===== src/rtl/matmul_stream_ctrl.sv =====
// Stream sequencer around a combinational 4x4 matrix multiply: collects A and B one row per
// beat, fires the multiply into a result register, then drains the product one row per beat.
module matmul_stream_ctrl #(
   parameter int unsigned WIDTH_V    = 128,
   parameter int unsigned BITS_INDEX = 8
) (
   input  logic                   clk,
   input  logic                   rst,
   input  logic                   flush,
   input  logic                   in_valid,
   output logic                   in_ready,
   input  logic [WIDTH_V/4-1:0]   in_data,
   output logic                   out_valid,
   input  logic                   out_ready,
   output logic [WIDTH_V/4-1:0]   out_data,
   output logic                   out_last,
   output logic                   busy,
   output logic                   done
);

   localparam int unsigned ROW_W = WIDTH_V / 4;
   localparam int unsigned DIM   = 4;

   typedef enum logic [1:0] {
      StLoadA,
      StLoadB,
      StCalc,
      StDrain
   } state_e;

   state_e               state_q, state_d;
   logic [1:0]           row_cnt_q, row_cnt_d;
   logic [WIDTH_V-1:0]   a_q, b_q, res_q;
   logic                 load_a, load_b, load_res;
   logic [WIDTH_V-1:0]   product;

   // Element (r, c) lives at flat index r*DIM + c, counted from the MSB end.
   function automatic logic [WIDTH_V-1:0] dot_product(input logic [WIDTH_V-1:0] a,
                                                      input logic [WIDTH_V-1:0] b);
      logic [WIDTH_V-1:0]    c;
      logic [BITS_INDEX-1:0] acc;
      c = '0;
      for (int i = 0; i < DIM; i++) begin
         for (int j = 0; j < DIM; j++) begin
            acc = '0;
            for (int k = 0; k < DIM; k++) begin
               acc = acc + a[WIDTH_V-1-(i*DIM+k)*BITS_INDEX -: BITS_INDEX]
                         * b[WIDTH_V-1-(k*DIM+j)*BITS_INDEX -: BITS_INDEX];
            end
            c[WIDTH_V-1-(i*DIM+j)*BITS_INDEX -: BITS_INDEX] = acc;
         end
      end
      return c;
   endfunction

   assign product = dot_product(a_q, b_q);

   always_comb begin
      state_d   = state_q;
      row_cnt_d = row_cnt_q;
      in_ready  = 1'b0;
      out_valid = 1'b0;
      out_last  = 1'b0;
      done      = 1'b0;
      busy      = 1'b1;
      load_a    = 1'b0;
      load_b    = 1'b0;
      load_res  = 1'b0;

      unique case (state_q)
         StLoadA: begin
            in_ready = 1'b1;
            busy     = (row_cnt_q != 2'd0);
            if (in_valid) begin
               load_a    = 1'b1;
               row_cnt_d = row_cnt_q + 2'd1;
               if (row_cnt_q == 2'd3) begin
                  state_d = StLoadB;
               end
            end
         end
         StLoadB: begin
            in_ready = 1'b1;
            if (in_valid) begin
               load_b    = 1'b1;
               row_cnt_d = row_cnt_q + 2'd1;
               if (row_cnt_q == 2'd3) begin
                  state_d = StCalc;
               end
            end
         end
         StCalc: begin
            load_res = 1'b1;
            state_d  = StDrain;
         end
         StDrain: begin
            out_valid = 1'b1;
            out_last  = (row_cnt_q == 2'd3);
            if (out_ready) begin
               row_cnt_d = row_cnt_q + 2'd1;
               if (row_cnt_q == 2'd3) begin
                  done    = 1'b1;
                  state_d = StLoadA;
               end
            end
         end
         default: begin
            state_d   = StLoadA;
            row_cnt_d = 2'd0;
         end
      endcase

      // Flush drops the job and any handshake in the same cycle but keeps the data registers.
      if (flush) begin
         state_d   = StLoadA;
         row_cnt_d = 2'd0;
         load_a    = 1'b0;
         load_b    = 1'b0;
         load_res  = 1'b0;
         done      = 1'b0;
      end

      if (rst) begin
         state_d   = StLoadA;
         row_cnt_d = 2'd0;
         load_a    = 1'b0;
         load_b    = 1'b0;
         load_res  = 1'b0;
         in_ready  = 1'b0;
         out_valid = 1'b0;
         out_last  = 1'b0;
         done      = 1'b0;
         busy      = 1'b0;
      end
   end

   always_ff @(posedge clk) begin
      if (rst) begin
         state_q   <= StLoadA;
         row_cnt_q <= 2'd0;
         a_q       <= '0;
         b_q       <= '0;
         res_q     <= '0;
      end else begin
         state_q   <= state_d;
         row_cnt_q <= row_cnt_d;
         for (int r = 0; r < DIM; r++) begin
            if (row_cnt_q == 2'(r)) begin
               if (load_a) begin
                  a_q[WIDTH_V-1-r*ROW_W -: ROW_W] <= in_data;
               end
               if (load_b) begin
                  b_q[WIDTH_V-1-r*ROW_W -: ROW_W] <= in_data;
               end
            end
         end
         if (load_res) begin
            res_q <= product;
         end
      end
   end

   always_comb begin
      out_data = res_q[WIDTH_V-1 -: ROW_W];
      for (int r = 1; r < DIM; r++) begin
         if (row_cnt_q == 2'(r)) begin
            out_data = res_q[WIDTH_V-1-r*ROW_W -: ROW_W];
         end
      end
   end

endmodule


===== config.mk =====
export PLATFORM = sky130hd
export DESIGN_NAME = matmul_stream_ctrl
export DESIGN_NICKNAME = d
export VERILOG_FILES = /design/src/rtl/matmul_stream_ctrl.sv
export SDC_FILE = /design/constraint.sdc
export NUM_CORES = 2
export LEC_CHECK = 0
export BUFFER_PORTS_ARGS = -buffer_cell sky130_fd_sc_hd__buf_2
export CAP_MARGIN = 20
export CORE_ASPECT_RATIO = 1.75
export CORE_MARGIN = 1.5
export CORE_UTILIZATION = 40
export DETAILED_ROUTE_END_ITERATION = 8
export SLEW_MARGIN = 0
export SYNTH_ARGS = -nofsm -noshare
export SYNTH_HDL_FRONTEND = slang
export SYNTH_SLANG_ARGS = --single-unit
export TNS_END_PERCENT = 100

===== constraint.sdc =====
create_clock -name clk -period 7.04 [get_ports clk]
set_clock_uncertainty 0.2 [all_clocks]
set_input_delay 1.408 -clock clk [delete_from_list [all_inputs] [get_ports clk]]
set_output_delay 1.408 -clock clk [all_outputs]
set_load 0.01 [all_outputs]

# Word level (Yosys, flattened, before mapping)
# Index checks and enable logic that the tools add are counted.
# word_totals
register_bits,388
in_bits,37
elab_cells,189
# op_classes
add_sub_neg,49
mul,64
eq_ne,13
mux,36
reduce_logical,16
# op_table
cell,n
8-bit by 8-bit multiplier with 8-bit output,64
8-bit adder,48
32-bit 2-to-1 mux,3
1-bit 2-to-1 mux,23
2-bit 2-to-1 mux,8
2-bit AND reduction,8
"2-bit != test, second input constant",6
"2-bit equality test, second input constant",4
2-bit case mux with 4 select lines,1
6-bit AND reduction,1
"2-bit by 1-bit equality test with 1-bit output, second input constant",2
2-bit logical NOT,2
2-bit case mux with 2 select lines,1
2-bit nonzero test,2
2-bit OR reduction,2
3-bit AND reduction,1
"2-bit by 1-bit adder with 2-bit output, second input constant",1
"2-bit by 1-bit != test with 1-bit output, second input constant",1

# Logic depth before layout (Yosys ltp)
# logic_depth
word_depth,6
ltp_mapped,27

# Worst setup path before layout
# OpenSTA, ideal clock, no wires.
# synth_path
kind,register to register
from,register a_q[33]
to,register res_q[63]
arrival_time_ns,6.495
path_slack_ns,0.219
stages_incl_launch_ff,23
synth_period_minus_slack_ns,6.821
path_cell_list,dfxtp_1 > clkbuf_1 > clkbuf_1 > nand2_1 > fa_1 > inv_1 > fa_1 > inv_1 > fa_1 > inv_1 > fa_1 > fa_1 > fa_1 > fa_1 > fa_1 > ha_1 > a21o_1 > a21oi_1 > xnor2_1 > xnor2_1 > xnor3_1 > xnor3_1 > o21ai_1
# synth_between
elab_chain_len,2
# synth_rtl
item,line,rtl
from (decl),33,"logic [WIDTH_V-1:0] a_q, b_q, res_q;"
"from (signal, indexed assignment)",150,a_q[WIDTH_V-1-r*ROW_W -: ROW_W] <= in_data;
8-bit by 8-bit multiplier with 8-bit output,48,* b[WIDTH_V-1-(k*DIM+j)*BITS_INDEX -: BITS_INDEX];
8-bit adder,47,acc = acc + a[WIDTH_V-1-(i*DIM+k)*BITS_INDEX -: BITS_INDEX]
to (signal assigned),158,res_q <= product;
to (decl),33,
# No other way between the ends.
# A chain may end at the register's enable or synchronous reset.

# Final worst setup path
# layout_path
from,register b_q[16]
to,register res_q[87]
# layout_between
elab_chain_len,2
# layout_rtl
item,line,rtl
from (decl),33,
"from (signal, indexed assignment)",153,b_q[WIDTH_V-1-r*ROW_W -: ROW_W] <= in_data;
8-bit by 8-bit multiplier with 8-bit output,48,
8-bit adder,47,
# No other way between the ends.

==> out/metrics.cfg <==
[placed_design]
io_buffers = 73
pre_cts_ws_ns = -0.2838
gp_congestion = 1.019
hpwl_um = 280900
postPlaceCellArea_mm2 = 0.08706

[sta]
worst_slew_pin_slew_ns = 1.177
whs_ns = 0.2530
final_max_slew_viol_count = 0
rsz0062_at_grt = true
finalCriticalPeriod_ns = 6.964
layout_setup_ws_ns = 0.07646
post-route-period-util = 0.9891
setup_total_negative_slack_ns = 0
finalHoldViolCount = 0
setup_violations = 0
slew-limit-headroom = 0.2073
fmax_mhz = 143.6

[critical_path]
reg2reg_depth = 20
cp-start-kind = register
worstPathRequired_ns = 7.41
timing.rr.start = b_q[16]
reg2reg_to = res_q[87]
critPathMaxFanout = 15
worstSetupEndpoint = res_q[87]
reg2reg_slack_ns = 0.08
cp-end-kind = register
cp-startpoint = b_q[16]
crit_type = register to register
critPathArrivalTime_ns = 7.33

[synthesis]
synth.distinct_cells = 29
synthCells = 9456
syn_avg_cell_area_um2 = 8.376
yosysSeqAreaShare = 0.09807
syn_area_mm2 = 0.07921
ys_warn_count = 0
ys_ff_latch = 388
synthesis.nets = 11660

[clocking]
cts_made_buffers = 49
cts.sinks = 388
cts_tree = done
clkLatencyLatePin_ns = 0.73
cts.reportedPaths.clkPinSlew_ns = 0.07
root_buffer = clkbuf_16
cts_htree_levels = 2
clock_path_buffers = 3

[power_and_ir_drop]
peakVddDrop_v = 0.0001985
power_leakage_nw = 42.15
powerDensity_mw_per_mm2 = 61.38

[grt]
overflow = 0
track_usage = 0.3591
grt_pass1_wl_um = 507500
antenna_found_initial = 35
grt_pass1_vias = 71210
grt_max_degree = 155

[layout]
layout.nets = 11830
drive_gt1_frac = 0.09621
multi_input_area_mm2 = 0.06315
area.sequential_mm2 = 0.007860
fin_area_mm2 = 0.08932
fillerInstances = 19610
area_growth_pct = 12.77

[flow_run]
drv_cap = 0

[route]
antenna_left = 0
via_per_inst = 5.369
drt_iter0_drc = 5189
drc = 0
wirelength_um = 360400
vias = 65940
first_pass_iters = 8
avgRoutedWirePerCell_um = 29.34

[die]
start_util = 0.4033
ioPinCount = 74
fp.coreArea_mm2 = 0.1964
dieWidth_um = 339.4
dieArea_mm2 = 0.2008
die_h_um = 591.7
num_rows = 215

[status]
status = complete, no violations

[hold_path]
worstHoldPathType = register to register

## worst min-delay path by stage
stage / start / end / slack, ns / cells after the start
floorplan: res_q[117] / res_q[117] / 0.23 / 2
global placement: res_q[77] / res_q[77] / 0.24 / 2
detailed placement: res_q[77] / res_q[77] / 0.25 / 2
CTS: res_q[77] / res_q[77] / 0.25 / 2
global route: res_q[85] / res_q[85] / 0.28 / 2
finish: res_q[77] / res_q[77] / 0.25 / 2
## synth_stat cells, drive strengths merged
master	count	area [µm²]
nor3	3	15.01
clkbuf	598	2282
a2111oi	1	8.760
nand3b	105	788.3
dfxtp	388	7767
o21ai	65	325.3
a211oi	17	127.6
a21o	32	240.2
ha	1016	12710
nor2	55	206.5
nor4	1	6.260
xor2	169	1480
and2	1171	7326
and3	2	12.51
o22ai	1	6.260
xnor2	784	6889
xnor3	36	810.8
nand2	1853	6960
mux2i	34	340.3
inv	1623	6092
buf	20	95.09
fa	1152	23060
a21oi	330	1652
## layout by cell type (no fill, tap or decap), types with 32 or more instances in the layout
| cell type | count |
|---|---|
| o21ai_0 | 55 |
| xor2_1 | 169 |
| ha_1 | 1010 |
| dfxtp_2 | 41 |
| buf_2 | 73 |
| a21o_1 | 32 |
| inv_1 | 1618 |
| and2_1 | 1167 |
| nand2_1 | 1844 |
| clkbuf_16 | 50 |
| buf_12 | 136 |
| dfxtp_1 | 336 |
| xnor2_1 | 773 |
| fa_1 | 1144 |
| mux2i_1 | 34 |
| buf_4 | 498 |
| xnor3_1 | 36 |
| a21oi_1 | 321 |
| nor2_1 | 55 |
| nand3b_1 | 105 |
## state kept, by name (all words and copies together), names as in the netlist
signal and flops:
a_q 128, b_q 128, res_q 128, row_cnt_q 2, state_q 2
## worst max-delay path, stage by stage (launching register included)
cell	delay, ns
dfxtp_1	0.36
buf_12	0.19
and2_1	0.22
fa_1	0.43
fa_1	0.56
inv_1	0.06
fa_1	0.53
inv_1	0.05
fa_1	0.48
fa_1	0.61
fa_1	0.46
fa_1	0.48
fa_2	0.41
xnor2_1	0.17
xnor2_1	0.28
xnor2_1	0.18
xnor2_1	0.14
buf_4	0.15
xnor3_1	0.34
xnor3_1	0.44
o21ai_1	0.07
## logic make-up (layout without fill, tap and decap cells)
| kind of cell | count (synthesis) | after routing | share of synthesized area |
|---|---|---|---|
| multiplexers | 34 | 34 | 0.004297 |
| AO/OA/AOI/OAI | 446 | 446 | 0.02979 |
| other | 0 | 12 | 0 |
| buffers and inverters | 2241 | 2451 | 0.1069 |
| XOR/XNOR | 989 | 989 | 0.1159 |
| adder cells (fa/ha/maj) | 2168 | 2168 | 0.4517 |
| flip-flops | 388 | 388 | 0.09807 |
| AND/OR/NAND/NOR | 3190 | 3190 | 0.1934 |
## stage by stage
step | util | total power, mW | std cells
2_1_floorplan | - | 2.367 | 9456
3_3_place_gp | 0.4431 | 2.578 | 12160
3_5_place_dp | 0.4433 | 2.579 | 12170
4_1_cts | 0.4524 | 5.514 | 12260
5_1_grt | 0.4547 | 5.570 | 12270
6_report | 0.4548 | 5.482 | 12280
## report_power, final
part           internal, mW  switching, mW  total, mW  leakage [nW]
Sequential             2.20         0.0189       2.22          3.16
Clock                  1.57           1.37       2.94         0.826
Combinational        0.0682          0.255      0.323          38.2
## area by class of cell
| class | instances | area share |
|---|---|---|
| Tap cell | 2604 | 0.03648 |
| Clock inverter | 35 | 0.004833 |
| Multi-Input combinational cell | 6827 | 0.7070 |
| Inverter | 1623 | 0.06825 |
| Antenna cell | 12 | 0.0003362 |
| Sequential cell | 388 | 0.08800 |
| Timing Repair Buffer | 738 | 0.08066 |
| Clock buffer | 55 | 0.01443 |
## repair_timing
| action | CTS | global route |
|---|---|---|
| setup endpoints to repair | 13 | 15 |
| gates resized for setup | 27 | 96 |
| buffers inserted | 0 | 11 |
| pin swaps | 1 | 41 |
| gates cloned | 0 | 2 |
| hold buffers | 0 | 0 |
## metal layers
metal  GRT usage  vias up  part of all wire
li1            -    28310                 -
met1      0.3725    33130              0.33
met2      0.6284     3081              0.49
met3     0.05831     1410             0.069
met4      0.3142       12              0.11
met5           0        -           0.00021
Note: power is estimated with default switching activity, not from simulation.
